$ cat config.mk
export PLATFORM = sky130hd
export DESIGN_NAME = fp32_to_fixed_flat
export DESIGN_NICKNAME = d
export VERILOG_FILES = /design/src/rtl/nla_fp_pkg.sv /design/src/rtl/fp32_to_fixed_if.sv /design/src/rtl/fp32_unpack.sv /design/src/rtl/fp32_to_fixed.sv /design/src/flat_wrapper.sv
export SDC_FILE = /design/constraint.sdc
export NUM_CORES = 1
export LEC_CHECK = 0
export CAP_MARGIN = 10
export CORE_MARGIN = 2
export CORE_UTILIZATION = 54
export DETAILED_ROUTE_END_ITERATION = 8
export PLACE_DENSITY = 0.82
export SLEW_MARGIN = 20
export SYNTH_ARGS = -nofsm -noshare
export SYNTH_HDL_FRONTEND = slang
export SYNTH_SLANG_ARGS = --single-unit
$ cat constraint.sdc
create_clock -name clkn_i -period 3.3 [get_ports clkn_i]
set_input_delay 0.66 -clock clkn_i [delete_from_list [all_inputs] [get_ports clkn_i]]
set_output_delay 0.66 -clock clkn_i [all_outputs]
set_load 0.03 [all_outputs]
$ cat src/rtl/nla_fp_pkg.sv
// Shared IEEE-754 binary32 field widths, operand classes and the unpacked-operand record.
// Used by fp32_unpack, fp32_to_fixed and future FP blocks.
package nla_fp_pkg;

    localparam int FP32_EXP_W = 8;
    localparam int FP32_MAN_W = 23;
    localparam int FP32_BIAS  = 127;

    typedef enum logic [1:0] {
        FP_ZERO,
        FP_NORM,
        FP_INF,
        FP_NAN
    } fp_class_t;

    typedef struct packed {
        logic                  sign;
        logic [FP32_EXP_W-1:0] exp;
        logic [FP32_MAN_W:0]   mant;   // hidden one prepended
        fp_class_t             cls;
    } fp_unpacked_t;

    // Denormals fall into FP_ZERO: they are flushed rather than converted.
    function automatic fp_class_t fp_classify(input logic [FP32_EXP_W-1:0] e,
                                              input logic [FP32_MAN_W-1:0] m);
        if (e == '0) return FP_ZERO;
        if (e == '1) return (m == '0) ? FP_INF : FP_NAN;
        return FP_NORM;
    endfunction

endpackage

$ cat src/rtl/fp32_to_fixed_if.sv
// Valid/ready stream bundle for fp32_to_fixed: FP32 operand in, fixed-point result and flags out.
// The slave modport is the converter side, the master modport the producer/consumer side.
interface fp32_to_fixed_if #(
    parameter int OUT_W = 32
);
    logic             in_valid_i;
    logic             in_ready_o;
    logic [31:0]      in_data_i;
    logic             out_valid_o;
    logic             out_ready_i;
    logic [OUT_W-1:0] out_data_o;
    logic             out_ovf_o;
    logic             out_nan_o;

    modport master (
        output in_valid_i, in_data_i, out_ready_i,
        input  in_ready_o, out_valid_o, out_data_o, out_ovf_o, out_nan_o
    );

    modport slave (
        input  in_valid_i, in_data_i, out_ready_i,
        output in_ready_o, out_valid_o, out_data_o, out_ovf_o, out_nan_o
    );
endinterface

$ cat src/rtl/fp32_unpack.sv
// Combinational binary32 unpack/classify stage: splits sign/exponent, restores the hidden one
// and tags the operand as ZERO (incl. flushed denormals), NORM, INF or NAN.
module fp32_unpack
    import nla_fp_pkg::*;
(
    input  logic [31:0]  fp_i,
    output fp_unpacked_t op_o
);

    always_comb begin
        op_o.sign = fp_i[31];
        op_o.exp  = fp_i[30:23];
        op_o.mant = {1'b1, fp_i[22:0]};
        op_o.cls  = fp_classify(fp_i[30:23], fp_i[22:0]);
    end

endmodule

$ cat src/rtl/fp32_to_fixed.sv
// Three-stage binary32 -> signed fixed-point (FRAC_W fractional bits) converter, falling-edge clocked.
// Define FP2FIX_RNE_EN for round-to-nearest-even; otherwise results truncate toward zero.
module fp32_to_fixed
    import nla_fp_pkg::*;
#(
    parameter int OUT_W  = 32,
    parameter int FRAC_W = 16
) (
    input  logic           clkn_i,
    input  logic           rst_i,
    fp32_to_fixed_if.slave bus
);

    localparam int WIDE_W = OUT_W + FP32_MAN_W + 1;
    localparam int HI_W   = WIDE_W - OUT_W + 1;
    localparam logic [9:0]       K_OFFSET = 10'(FP32_BIAS + FP32_MAN_W);
    localparam logic [OUT_W:0]   LIM_POS  = {2'b00, {(OUT_W-1){1'b1}}};
    localparam logic [OUT_W:0]   LIM_NEG  = {2'b01, {(OUT_W-1){1'b0}}};
    localparam logic [OUT_W-1:0] SAT_POS  = {1'b0, {(OUT_W-1){1'b1}}};
    localparam logic [OUT_W-1:0] SAT_NEG  = {1'b1, {(OUT_W-1){1'b0}}};

    logic         en;
    fp_unpacked_t unp;

    logic         s1_valid_d, s1_valid_q;
    fp_unpacked_t s1_op_d, s1_op_q;

    logic             s2_valid_d, s2_valid_q;
    logic             s2_sign_d, s2_sign_q;
    fp_class_t        s2_cls_d, s2_cls_q;
    logic [OUT_W-1:0] s2_mag_d, s2_mag_q;
    logic             s2_ovf_d, s2_ovf_q;
`ifdef FP2FIX_RNE_EN
    logic             s2_rnd_d, s2_rnd_q;
    logic             s2_stk_d, s2_stk_q;
    logic             al_rnd, al_stk;
    logic [47:0]      frac_ext;
`endif

    logic             out_valid_d, out_valid_q;
    logic [OUT_W-1:0] out_data_d, out_data_q;
    logic             out_ovf_d, out_ovf_q;
    logic             out_nan_d, out_nan_q;

    logic signed [9:0] k;
    logic [9:0]        k_neg;
    logic [WIDE_W-1:0] wide;
    logic [HI_W-1:0]   hi;
    logic [OUT_W-1:0]  al_mag;
    logic              al_ovf;
    logic [OUT_W:0]    mag_rnd;
    logic              mag_ovf;

    fp32_unpack u_unpack (
        .fp_i (bus.in_data_i),
        .op_o (unp)
    );

    // A stalled output freezes the whole pipeline; bubbles are carried, never squeezed out.
    assign en              = ~out_valid_q | bus.out_ready_i;
    assign bus.in_ready_o  = en;
    assign bus.out_valid_o = out_valid_q;
    assign bus.out_data_o  = out_data_q;
    assign bus.out_ovf_o   = out_ovf_q;
    assign bus.out_nan_o   = out_nan_q;

    always_comb begin
        s1_valid_d = en ? bus.in_valid_i : s1_valid_q;
        s1_op_d    = (en && bus.in_valid_i) ? unp : s1_op_q;
    end

    // S2 align: k is the left-shift that places the mantissa LSB at the fixed-point weight.
    always_comb begin
        // NOTE: every variable gets a default before any branch, so no path can infer a latch.
        k      = {2'b00, s1_op_q.exp} + 10'(FRAC_W) - K_OFFSET;
        k_neg  = -k;
        wide   = '0;
        hi     = '0;
        al_mag = '0;
        al_ovf = 1'b0;
`ifdef FP2FIX_RNE_EN
        frac_ext = '0;
        al_rnd   = 1'b0;
        al_stk   = 1'b0;
`endif
        if (s1_op_q.cls == FP_NORM) begin
            if (!k[9]) begin
                if (k[8:0] > 9'(OUT_W)) begin
                    al_ovf = 1'b1;
                end else begin
                    wide   = WIDE_W'(s1_op_q.mant) << k[8:0];
                    hi     = wide[WIDE_W-1:OUT_W-1];
                    al_mag = wide[OUT_W-1:0];
                    // Only exactly -2^(OUT_W-1) may occupy the sign-bit weight.
                    al_ovf = (hi != '0) &&
                             !(s1_op_q.sign && hi == HI_W'(1) && wide[OUT_W-2:0] == '0);
                end
            end else begin
`ifdef FP2FIX_RNE_EN
                if (k_neg >= 10'd25) begin
                    al_stk = 1'b1;
                end else begin
                    frac_ext = {s1_op_q.mant, 24'b0} >> k_neg;
                    al_mag   = OUT_W'(frac_ext[47:24]);
                    al_rnd   = frac_ext[23];
                    al_stk   = |frac_ext[22:0];
                end
`else
                al_mag = OUT_W'(s1_op_q.mant >> k_neg);
`endif
            end
        end
    end

    always_comb begin
        s2_valid_d = en ? s1_valid_q : s2_valid_q;
        s2_sign_d  = s2_sign_q;
        s2_cls_d   = s2_cls_q;
        s2_mag_d   = s2_mag_q;
        s2_ovf_d   = s2_ovf_q;
`ifdef FP2FIX_RNE_EN
        s2_rnd_d   = s2_rnd_q;
        s2_stk_d   = s2_stk_q;
`endif
        if (en && s1_valid_q) begin
            s2_sign_d = s1_op_q.sign;
            s2_cls_d  = s1_op_q.cls;
            s2_mag_d  = al_mag;
            s2_ovf_d  = al_ovf;
`ifdef FP2FIX_RNE_EN
            s2_rnd_d  = al_rnd;
            s2_stk_d  = al_stk;
`endif
        end
    end

    // S3 round, negate and saturate; the rounding increment can itself push past the limit.
    always_comb begin
        mag_rnd = {1'b0, s2_mag_q};
`ifdef FP2FIX_RNE_EN
        mag_rnd = mag_rnd + {{OUT_W{1'b0}}, s2_rnd_q & (s2_stk_q | s2_mag_q[0])};
`endif
        mag_ovf = s2_ovf_q || (mag_rnd > (s2_sign_q ? LIM_NEG : LIM_POS));

        out_valid_d = en ? s2_valid_q : out_valid_q;
        out_data_d  = out_data_q;
        out_ovf_d   = out_ovf_q;
        out_nan_d   = out_nan_q;
        if (en && s2_valid_q) begin
            out_data_d = '0;
            out_ovf_d  = 1'b0;
            out_nan_d  = 1'b0;
            case (s2_cls_q)
                FP_NAN: out_nan_d = 1'b1;
                FP_INF: begin
                    out_data_d = s2_sign_q ? SAT_NEG : SAT_POS;
                    out_ovf_d  = 1'b1;
                end
                FP_NORM: begin
                    if (mag_ovf) begin
                        out_data_d = s2_sign_q ? SAT_NEG : SAT_POS;
                        out_ovf_d  = 1'b1;
                    end else begin
                        out_data_d = s2_sign_q ? -mag_rnd[OUT_W-1:0] : mag_rnd[OUT_W-1:0];
                    end
                end
                default: out_data_d = '0;
            endcase
        end
    end

    always_ff @(negedge clkn_i) begin
        // NOTE: state uses non-blocking assignments so every stage samples pre-edge values.
        if (rst_i) begin
            s1_valid_q  <= 1'b0;
            s2_valid_q  <= 1'b0;
            out_valid_q <= 1'b0;
            out_data_q  <= '0;
            out_ovf_q   <= 1'b0;
            out_nan_q   <= 1'b0;
        end else begin
            s1_valid_q  <= s1_valid_d;
            s2_valid_q  <= s2_valid_d;
            out_valid_q <= out_valid_d;
            out_data_q  <= out_data_d;
            out_ovf_q   <= out_ovf_d;
            out_nan_q   <= out_nan_d;
        end
    end

    always_ff @(negedge clkn_i) begin
        // NOTE: datapath registers carry no reset; the stage valids qualify their contents.
        s1_op_q   <= s1_op_d;
        s2_sign_q <= s2_sign_d;
        s2_cls_q  <= s2_cls_d;
        s2_mag_q  <= s2_mag_d;
        s2_ovf_q  <= s2_ovf_d;
`ifdef FP2FIX_RNE_EN
        s2_rnd_q  <= s2_rnd_d;
        s2_stk_q  <= s2_stk_d;
`endif
    end

endmodule

$ cat src/flat_wrapper.sv
// flat-port wrapper written by rule: the top's interface ports become plain ports
module fp32_to_fixed_flat import nla_fp_pkg::*;
#(
    parameter int OUT_W  = 32,
    parameter int FRAC_W = 16
)
  (clkn_i, rst_i, bus_in_valid_i, bus_in_data_i, bus_out_ready_i, bus_in_ready_o, bus_out_valid_o, bus_out_data_o, bus_out_ovf_o, bus_out_nan_o);
  fp32_to_fixed_if #(.OUT_W(OUT_W)) bus_i ();
  input  logic clkn_i;
  input  logic rst_i;
  input wire logic [$bits(bus_i.in_valid_i)-1:0] bus_in_valid_i;
  input wire logic [$bits(bus_i.in_data_i)-1:0] bus_in_data_i;
  input wire logic [$bits(bus_i.out_ready_i)-1:0] bus_out_ready_i;
  output wire logic [$bits(bus_i.in_ready_o)-1:0] bus_in_ready_o;
  output wire logic [$bits(bus_i.out_valid_o)-1:0] bus_out_valid_o;
  output wire logic [$bits(bus_i.out_data_o)-1:0] bus_out_data_o;
  output wire logic [$bits(bus_i.out_ovf_o)-1:0] bus_out_ovf_o;
  output wire logic [$bits(bus_i.out_nan_o)-1:0] bus_out_nan_o;
  assign bus_i.in_valid_i = bus_in_valid_i;
  assign bus_i.in_data_i = bus_in_data_i;
  assign bus_i.out_ready_i = bus_out_ready_i;
  assign bus_in_ready_o = bus_i.in_ready_o;
  assign bus_out_valid_o = bus_i.out_valid_o;
  assign bus_out_data_o = bus_i.out_data_o;
  assign bus_out_ovf_o = bus_i.out_ovf_o;
  assign bus_out_nan_o = bus_i.out_nan_o;
  fp32_to_fixed #(.OUT_W(OUT_W), .FRAC_W(FRAC_W)) u_core (.clkn_i(clkn_i), .rst_i(rst_i), .bus(bus_i));
endmodule
Word-level counts from Yosys, hierarchy flattened
Index checks and enable logic that the tools add are counted.

Bits of input ports: 36. Logic and storage cells: 63. Output and inout port bits: 36. Flip-flop bits (word level): 107.

$lt $le $gt $ge: 2. Bitwise logic cells: 3. Reduce and logical (&&, ||, !) cells: 13. $add $sub $neg: 4. Shift-type cells: 2. Multiplexer cells: 19. Eq/ne operators: 6.

Operator list (number): $mux 32 (6); $pmux 32 s2 (1); $shl 24x9->56 (1); $gt 32x33->1 (1); $neg 32->32 (1); $shr 24x10->32 (1); $logic_not 31->1 (1); $eq 25x1->1 const B (1); $reduce_bool 25->1 (1); $logic_not 23->1 (1); $neg 10->10 (1); $sub 10x8->10 const B (1); $add 8x5->9 const B (1); $gt 9x6->1 const B (1); $eq 8x8->1 const B (1); $logic_not 8->1 (1); $mux 2 (4); $mux 1 (7); $logic_and 1x1->1 (6); $eq 2x1->1 const B (2); $eq 2x2->1 const B (2); $not 1->1 (2); $pmux 1 s2 (1); $reduce_or 2->1 (1); other kinds (3) (3).

Longest topological paths before layout
Gate-level depths: netlist (run 1).

Depth after elaboration: 9. Mapped depth: 14. Gate-level depth less buffers: 11.

Cells and area by module
From an unflattened synthesis (run 1), not the netlist that was laid out.

Cells, all modules: 1049. Area, all modules: 9462.8 um2.

Modules (own cells, without submodules): fp32_to_fixed (area an instance 9115.0 um2, instances 1, cells an instance 1001, sequential area each 2872.8 um2); fp32_unpack (area an instance 347.8 um2, instances 1, cells an instance 48, sequential area each 0.0 um2).

==> impl_results.md, run 1 <==
* Design Area, Final at 11270 sq um
* Via count at 9116
* Final core utilization at 0.6866
* Htree depth at 3
* Initial antenna violation count at 0
* Critical path required time at 2.64 ns
* GRT overflow at 0
* Non-filler cells, final at 1450
* Crit path DAT at 2.71 ns
* Ant diodes at 0
* Hold-fix buffers, CTS at 0
* Hold slack at 0.4624 ns
* Kind of critical path: register to primary output
* Post-detail-place hpwl at 20.55 mm
* First-pass GRT wire length at 43.94 mm
* Initial Utilization at 0.5456
* Area Overhead vs Synth at 25.86%
* Slew @ Worst Pin at 0.7880 ns
* Worst Hold Class: register to register
* Worst hold start: u_core.bus.out_data_o[28]
* Syn_nets at 1086
* Clock latency at the later pin of the worst-skew pair at 0.43 ns
* Top-area cell type share of the netlist area at 0.2348
* Routed vias/inst at 6.287
* Core ar. at 16410 sq um
* Clock Skew at 0.02965 ns
* Final Slew Violations at 0
* Final nets at 1302
* Area after DPL at 10380 sq um
* RSZ-0062 raised after global routing: true
* Io pins at 72
* Synth Register Bits at 107
* CP max-delay cell: dfxtp_2
* Most frequent CP cell: buf_6
* Failing checks: negative setup slack
* Worst setup path startpoint: u_core.bus.out_valid_o
* PortBufs at 71
* Largest net degree at the start of global routing at 56
* CP top delay family: flip-flops
* Yosys warnings at 0
* Cell chain of the critical path: nand2b_4 -> buf_6 -> buf_6
* WL/cell at 19.12 um
* Placed cell count at 1323
* Fraction of registers with async set or reset after synthesis at 0
* Max Cap Violations at 0
* Die X-Extent at 132.8 um
* Root buf cell: clkbuf_16
* Avg Cell Area, Syn at 8.871 sq um
* Cells after synthesis at 1009
* Worst-path clk slew at 0.03 ns
* Rows at 47
* Status: complete, but fails checks
* Largest cells by area after synthesis: edfxtp_1 23%, dfxtp_1 8.3%, mux2i_1 5.8%
* CTS buffer count at 9
* CP Buf/Inv Count at 2
* Final setup vio count at 1
* Number of global-route vias before repair at 8771
* VDD IR max at 0.0002887 V
* CP Capture Type: primary output
* Post-synth EDFFs at 70
* RePlAce Congestion at 0.9862
* Routed wire length at 27.73 mm
* Cell Area, Synth at 8951 sq um
* Setup_tns at -0.06724 ns
* Slew HR at 0.4709
* PD cells at 400.9 nW/um^2
* DRT Pass-1 Iters at 6
* DRT iter0 DRCs at 836
* Share of cells above drive strength 1 at 0.1862
* Final WS setup at -0.06724 ns
* Die area at 17620 sq um
* Final Hold Vio Count at 0
* Pleak at 4.750 nW
* Total GRT Usage at 0.3140
* Sink Count at 107
* Crit-path max cell delay at 0.34 ns
* # DRC at 0
* Final antenna-violating net count at 0
* Crit path max fanout at 2
* Top FF cell, synth: edfxtp_1
* Longest Clk Path Bufs at 2
* DIE HEIGHT at 132.8 um
* Synth unique cells at 87
* Worst reg2reg startpoint: u_core.s1_op_q[26]
* Cell taking the most area after synthesis: edfxtp_1
* Seq/Total Area, Yosys at 0.3176
* CP Launch Type: register
* CTS tree: built
[cell usage after synthesis (5+ instances only)]
cell / number
a211o_1: 5
a211oi_1: 14
a21o_1: 12
a21oi_1: 69
a221o_1: 22
a22o_1: 7
a22oi_1: 11
a31oi_1: 9
and2_1: 9
and3_1: 9
buf_1: 7
buf_2: 7
clkbuf_1: 39
dfxtp_1: 37
edfxtp_1: 70
ha_1: 41
inv_1: 15
mux2_2: 13
mux2i_1: 52
mux4_2: 20
nand2_1: 96
nand2b_1: 9
nand3_1: 31
nand4_1: 13
nor2_1: 100
nor2b_1: 10
nor3_1: 41
nor4_1: 18
o21a_1: 6
o21ai_0: 81
o22ai_1: 18
o311ai_0: 5
o31ai_1: 6
or3_1: 8
xnor2_1: 9
[cells in the final DEF (no fill, tap or decap), types with 8 or more instances in the layout]
cell type        synthesis  routed
inv_1                   15     120
buf_4                    4     103
nor2_1                 100      97
nand2_1                 96      95
o21ai_0                 81      80
edfxtp_1                70      70
a21oi_1                 69      67
mux2i_1                 52      51
ha_1                    41      40
nor3_1                  41      39
dfxtp_1                 37      36
nand3_1                 31      30
clkdlybuf4s50_1          0      28
a221o_1                 22      22
mux4_2                  20      20
o22ai_1                 18      18
a211oi_1                14      14
nor4_1                  18      13
nand4_1                 13      13
mux2_2                  13      13
a21o_1                  12      12
a22oi_1                 11      11
nor2b_1                 10      10
buf_12                   0      10
and3_1                   9       9
a31oi_1                  9       9
clkbuf_16                0       9
buf_6                    1       9
nand2b_1                 9       8
[flip-flops by register name (all words and copies together) (netlist names), 2 cells and up]
signal	cells
u_core.s1_op_q	34
u_core.s2_mag_q	32
u_core.bus.out_data_o	32
u_core.s2_cls_q	2
[layer usage]
metal | GRT usage | share of wire | vias to the layer above
met5 | 0 | 0 | -
met4 | 0.1989 | 0.057 | 0
met3 | 0.06897 | 0.069 | 106
met2 | 0.5279 | 0.48 | 441
met1 | 0.3635 | 0.39 | 4222
li1 | - | - | 4347
[worst min-delay path, delay by kind of cell (launching register included)]
kind / cells / cell delay (ns)
and+or+nand+nor: 1 / 0.05
DFF: 1 / 0.32
AOI/OAI and AO/OA: 1 / 0.05
[cells by family after synthesis]
group	after synthesis	synth area share
flip-flops	107	0.3176
AO/OA/AOI/OAI	313	0.2380
multiplexers	85	0.1248
AND/OR/NAND/NOR	371	0.2045
adder cells (fa/ha/maj)	41	0.05731
buffers and inverters	76	0.03536
XOR/XNOR	16	0.02237
[area by class of cell]
class,count,area [sq um]
clock buffer,9,225.2
clock inverter,114,464.2
fill,1279,5141
inverter,17,63.81
multi-input combinational,826,5964
sequential,107,2844
tap,220,275.3
timing repair buffer,157,1429
[path summary, 6_finish.rpt]
| check | endpoint | slack, ns | depth (start not counted) |
|---|---|---|---|
| setup / recovery | bus_in_ready_o | -0.07 | 3 |
| hold / removal | u_core.bus.out_data_o[28] | 0.46 | 2 |
| setup reg to reg | u_core.s2_ovf_q | 0.12 | 10 |
| hold reg to reg | u_core.bus.out_data_o[28] | 0.46 | 2 |
[stage by stage]
step,total power [mW],setup slack [ns]
3_5_place_dp,3.092,-0.6687
5_1_grt,4.809,-0.1068
4_1_cts,4.508,-0.07604
3_3_place_gp,3.078,-0.6389
2_1_floorplan,2.633,-0.2629
6_report,4.517,-0.06724
[report_power, final]
part	total (mW)	internal [mW]	leakage (nW)	switching (mW)
Sequential	1.59	1.50	0.945	0.0900
Clock	1.56	0.697	0.711	0.866
Combinational	1.36	0.552	3.09	0.809
Total	4.52	2.75	4.75	1.77
[what timing repair did]
action,CTS,global route
setup buffers,2,0
pin swaps,10,5
gates cloned,3,0
gates resized for setup,25,22
endpoints found under the setup margin,100,38
No activity file was read; power rests on OpenSTA's default activity.
==> run 2: changes to the inputs <==
--- a/config.mk
+++ b/config.mk
@@ -9,6 +9,7 @@
 export CORE_MARGIN = 2
 export CORE_UTILIZATION = 54
 export DETAILED_ROUTE_END_ITERATION = 8
+export GPL_TIMING_DRIVEN = 0
 export PLACE_DENSITY = 0.82
 export SLEW_MARGIN = 20
 export SYNTH_ARGS = -nofsm -noshare
==> impl_results.md, run 2 (same netlist as run 1, synthesis figures left out) <==
* Status: complete, but fails checks
* Failing checks: negative setup slack
* Ant diodes at 0
* CP Launch Type: register
* Crit path max fanout at 2
* DRT Pass-1 Iters at 6
* FILL cells at 1349
* Worst Hold Class: register to register
* Worst-path clk slew at 0.04 ns
* CP Capture Type: primary output
* Final antenna-violating net count at 0
* Final Slew Violations at 0
* Htree depth at 3
* Final setup vio count at 22
* VDD IR max at 0.0002716 V
* Longest Clk Path Bufs at 2
* Initial Utilization at 0.5456
* Die X-Extent at 132.8 um
* CTS tree: built
* Final Power at 4.563 mW
* Area Overhead vs Synth at 25.13%
* First-pass GRT wire length at 46.42 mm
* Via count at 9368
* Highest-count cells in the layout ignoring fill and taps: 119 x inv_1, 93 x nand2_1, 89 x nor2_1, 79 x o21ai_0, 70 x edfxtp_1
* Number of global-route vias before repair at 9010
* Final Hold Vio Count at 0
* Die area at 17620 sq um
* Flop-to-flop setup slack at -0.05 ns
* Final nets at 1296
* Worst hold start: u_core.bus.out_data_o[31]
* Most common library cell in the layout ignoring fill and taps: inv_1
* WL/cell at 20.60 um
* Hold slack at 0.4671 ns
* Clock latency at the later pin of the worst-skew pair at 0.44 ns
* Multi-input gate area at 6197 sq um
* Internal power at 2.723 mW
* RePlAce Congestion at 1.029
* Kind of critical path: register to primary output
* Final core utilization at 0.6827
* CTS buffer count at 9
* Worst hold path depth at 1
* Worst Hold End: u_core.bus.out_data_o[31]
* GRT overflow at 0
* Routed wire length at 29.74 mm
* Setup_tns at -1.045 ns
* CP Buf/Inv Count at 2
* Most frequent CP cell: buf_6
* Max Cap Violations at 0
* Io pins at 72
* CP top delay family: flip-flops
* Logic pwr share at 0.303
* Root buf cell: clkbuf_16
* Total GRT Usage at 0.3347
* Register area at 2844 sq um
* Largest net degree at the start of global routing at 38
* Worst R2R End: u_core.s2_mag_q[7]
* Core ar. at 16410 sq um
* Rows at 47
* Switch Pwr at 1.841 mW
* Worst reg2reg startpoint: u_core.s1_op_q[28]
* Crit path DAT at 2.72 ns
* Share of cells above drive strength 1 at 0.1977
* Cell chain of the critical path: nand2b_4 -> buf_6 -> buf_6
* Pleak at 4.731 nW
* Slew @ Worst Pin at 0.7503 ns
* Final WS setup at -0.07949 ns
* PortBufs at 70
* CP max-delay cell: dfxtp_2
* PD cells at 407.4 nW/um^2
* Share of power burned in registers at 0.349
* Sink Count at 107
* Routed vias/inst at 6.488
* Max FFs per register at 34
* Post-detail-place hpwl at 21.64 mm
* Initial antenna violation count at 0
* # DRC at 0
* Slew HR at 0.4962
* DIE HEIGHT at 132.8 um
* Crit-path max cell delay at 0.35 ns
* Most flop-heavy register: u_core.s1_op_q
* Sw Share at 0.4033
* Hold-fix buffers, CTS at 0
* Clock power share at 0.348
* Clock Skew at 0.02657 ns
* RSZ-0062 raised after global routing: true
* DRT iter0 DRCs at 948
* Critical path required time at 2.64 ns
* Reg2reg path depth at 9
* Pre-CTS WS at -1.069 ns
[run 2: changes by cell type in the layout (fill, tap and decap cells not counted), moves of 5 or more]
cell,change
clkbuf_2,+15
nor2_2,+6
nor2_1,-8
clkbuf_1,+14
buf_8,+5
clkdlybuf4s50_1,-10
buf_4,-73
buf_2,+36
clkbuf_4,+7
dlymetal6s2s_1,+6
buf_12,-7
[run 2: worst max path at each step]
| stage | start | endpoint | slack [ns] | depth (start not counted) |
|---|---|---|---|---|
| after floorplan | bus_out_ready_i | u_core.bus.out_data_o[13] | -0.26 | 8 |
| after global placement | u_core.s2_sign_q | u_core.bus.out_data_o[24] | -0.99 | 13 |
| after detailed placement | u_core.s2_sign_q | u_core.bus.out_data_o[24] | -1.07 | 13 |
| after CTS | u_core.bus.out_valid_o | bus_in_ready_o | -0.08 | 3 |
| after global routing | u_core.bus.out_valid_o | bus_in_ready_o | -0.11 | 3 |
| final | u_core.bus.out_valid_o | bus_in_ready_o | -0.08 | 3 |
[run 2: what timing repair did]
item / CTS / global route
endpoints found under the setup margin: 166 / 61
cloned: 2 / 1
setup buffers: 18 / 6
gates resized for setup: 252 / 83
pin swaps: 14 / 12
[run 2: final cells by class]
class,count,area share
tap,220,0.02458
clock buffer,9,0.02011
sequential,107,0.2539
inverter,17,0.006032
multi-input combinational,827,0.5533
timing repair buffer,96,0.07272
clock inverter,114,0.04122
buffer,54,0.02815
[run 2: power groups by stage]
stage	clock network, mW	registers [mW]	logic, mW
floorplan	0.196	1.59	0.848
global placement	0.196	1.61	1.21
detailed placement	0.196	1.61	1.21
CTS	1.63	1.59	1.27
global route	1.79	1.60	1.47
finish	1.59	1.59	1.38
[run 2: through the flow]
step / instance area, sq um / instances
after global placement: 10000 / 1299
final: 11200 / 1444
after detailed placement: 10000 / 1299
after CTS: 10880 / 1438
after floorplan: 9029 / 1009
after global routing: 11200 / 1444
[run 2: routing by layer]
layer,GRT usage,vias up,wire length (um)
li1,-,4347,-
met1,0.3768,4347,11190
met2,0.5599,537,14440
met3,0.07471,137,2142
met4,0.2425,0,1977
met5,0,-,0
[run 2: worst reg2reg max path: stages, from the launching register on]
cell	delay [ns]
edfxtp_1	0.45
ha_2	0.34
o21bai_4	0.14
buf_4	0.17
o41a_1	0.54
nor2_1	0.19
o211ai_2	0.17
and3_4	0.26
or4b_4	0.60
o31ai_2	0.28
==> run 3: changes to the inputs <==
--- a/config.mk
+++ b/config.mk
@@ -9,8 +9,10 @@
 export CORE_MARGIN = 2
 export CORE_UTILIZATION = 54
 export DETAILED_ROUTE_END_ITERATION = 8
+export GPL_ROUTABILITY_DRIVEN = 0
 export GPL_TIMING_DRIVEN = 0
 export PLACE_DENSITY = 0.82
+export RECOVER_POWER = 25
 export SLEW_MARGIN = 20
 export SYNTH_ARGS = -nofsm -noshare
 export SYNTH_HDL_FRONTEND = slang
==> impl_results.md, run 3 (same netlist as run 1, synthesis figures left out) <==
* CP max-delay cell: dfxtp_2
* Share of cells above drive strength 1 at 0.1916
* Post-detail-place hpwl at 19.81 mm
* Final Cycle Share at 1.002
* CP top delay family: flip-flops
* Worst hold path depth at 2
* Most common library cell in the layout ignoring fill and taps: inv_1
* Initial Utilization at 0.5456
* Ant diodes at 0
* Highest-count cells in the layout ignoring fill and taps: 119 x inv_1, 93 x nand2_1, 93 x nor2_1, 78 x o21ai_0, 70 x edfxtp_1
* DRT Pass-1 Iters at 7
* Largest net degree at the start of global routing at 38
* Area Overhead vs Synth at 23.64%
* Max Cap Violations at 0
* Fmax at 305.2 MHz
* CP Depth at 2
* Crit path DAT at 2.65 ns
* CP Launch Type: register
* Failing checks: negative setup slack
* Initial antenna violation count at 0
* Cell chain of the critical path: nand2b_4 -> buf_6
* Most flop-heavy register: u_core.s1_op_q
* Critical path required time at 2.64 ns
* Clock Skew at 0.02345 ns
* Worst-path clk slew at 0.03 ns
* Max FFs per register at 34
* Reg2reg path depth at 9
* # DRC at 0
* Routed wire length at 28.72 mm
* Core ar. at 16410 sq um
* VDD IR max at 0.0003276 V
* Die X-Extent at 132.8 um
* CTS buffer count at 9
* First-pass GRT wire length at 44.33 mm
* Sink Count at 107
* CP Capture Type: primary output
* Kind of critical path: register to primary output
* DIE HEIGHT at 132.8 um
* RSZ-0062 raised after global routing: true
* Number of global-route vias before repair at 9027
* Hold slack at 0.4521 ns
* Crit-path max cell delay at 0.34 ns
* GRT overflow at 0
* Routed vias/inst at 6.625
* CTS tree: built
* Flop-to-flop setup slack at 0.02 ns
* Final core utilization at 0.6745
* Total GRT Usage at 0.3160
* Slew @ Worst Pin at 0.7331 ns
* Final min period at 3.306 ns
* Rows at 47
* Placed cell count at 1299
* Final WS setup at -0.006485 ns
* Io pins at 72
* Final nets at 1294
* Final setup vio count at 1
* Longest Clk Path Bufs at 2
* PortBufs at 70
* Via count at 9546
* Final Hold Vio Count at 0
* Clock latency at the later pin of the worst-skew pair at 0.44 ns
* Final antenna-violating net count at 0
* CP Buf/Inv Count at 1
* Slew HR at 0.5078
* Die area at 17620 sq um
* Htree depth at 3
* FILL cells at 1338
* Crit path max fanout at 4
* Worst Hold Class: register to register
* Final Power at 4.530 mW
* Root buf cell: clkbuf_16
* WL/cell at 19.93 um
* Non-filler cells, final at 1441
* DRT iter0 DRCs at 1241
* Final Slew Violations at 0
* Pleak at 4.618 nW
* PD cells at 409.3 nW/um^2
* Status: complete, but fails checks
run 3: power breakdown:
part	internal (mW)	switching (mW)	total, mW
registers	1.50	0.0901	1.59
logic	0.511	0.846	1.36
clock network	0.697	0.883	1.58
total	2.71	1.82	4.53
run 3: what timing repair did:
| item | in CTS | in global routing |
|---|---|---|
| setup buffers | 12 | 9 |
| pin swaps | 12 | 15 |
| gates cloned | 2 | 1 |
| gates resized for setup | 248 | 77 |
| hold buffers | 0 | 0 |
| endpoints found under the setup margin | 166 | 57 |
| hold endpoints to repair | 0 | 0 |
run 3: tightest hold or removal path: cells and delay by family (launching register included):
| kind | cells | cell delay [ns] |
|---|---|---|
| and+or+nand+nor | 1 | 0.04 |
| DFF | 1 | 0.31 |
| AOI/OAI and AO/OA | 1 | 0.06 |
run 3: routing by layer:
| metal | vias to the layer above | wire [um] | part of all wire | GRT usage |
|---|---|---|---|---|
| met3 | 192 | 2939 | 0.10 | 0.08276 |
| met5 | - | 0 | 0 | 0 |
| met4 | 0 | 1799 | 0.063 | 0.1941 |
| li1 | 4341 | - | - | - |
| met1 | 4305 | 10310 | 0.36 | 0.3546 |
| met2 | 708 | 13670 | 0.48 | 0.5374 |
run 3: through the flow:
stage	setup WS, ns	TNS [ns]	instance area (sq um)
2_1_floorplan	-0.2629	-21.20	9029
3_3_place_gp	-0.9855	-93.17	10000
3_5_place_dp	-1.022	-96.75	10000
4_1_cts	-0.009556	-0.009556	10780
5_1_grt	-0.1041	-0.5959	11070
6_report	-0.006485	-0.006485	11070
run 3: worst paths after layout:
kind / end / startpoint
setup / recovery: bus_in_ready_o / u_core.bus.out_valid_o
hold reg to reg: u_core.bus.out_data_o[28] / u_core.bus.out_data_o[28]
setup reg to reg: u_core.s2_mag_q[4] / u_core.s1_op_q[28]
hold / removal: u_core.bus.out_data_o[28] / u_core.bus.out_data_o[28]
run 3: cell type report:
cell class | count | area, sq um | share of cell area
Sequential cell | 107 | 2844 | 0.2570
Timing Repair Buffer | 93 | 723.2 | 0.06535
Clock buffer | 9 | 225.2 | 0.02035
Clock inverter | 113 | 461.7 | 0.04172
Inverter | 17 | 67.56 | 0.006105
Multi-Input combinational cell | 827 | 6147 | 0.5555
Tap cell | 220 | 275.3 | 0.02487
Buffer | 55 | 322.8 | 0.02917
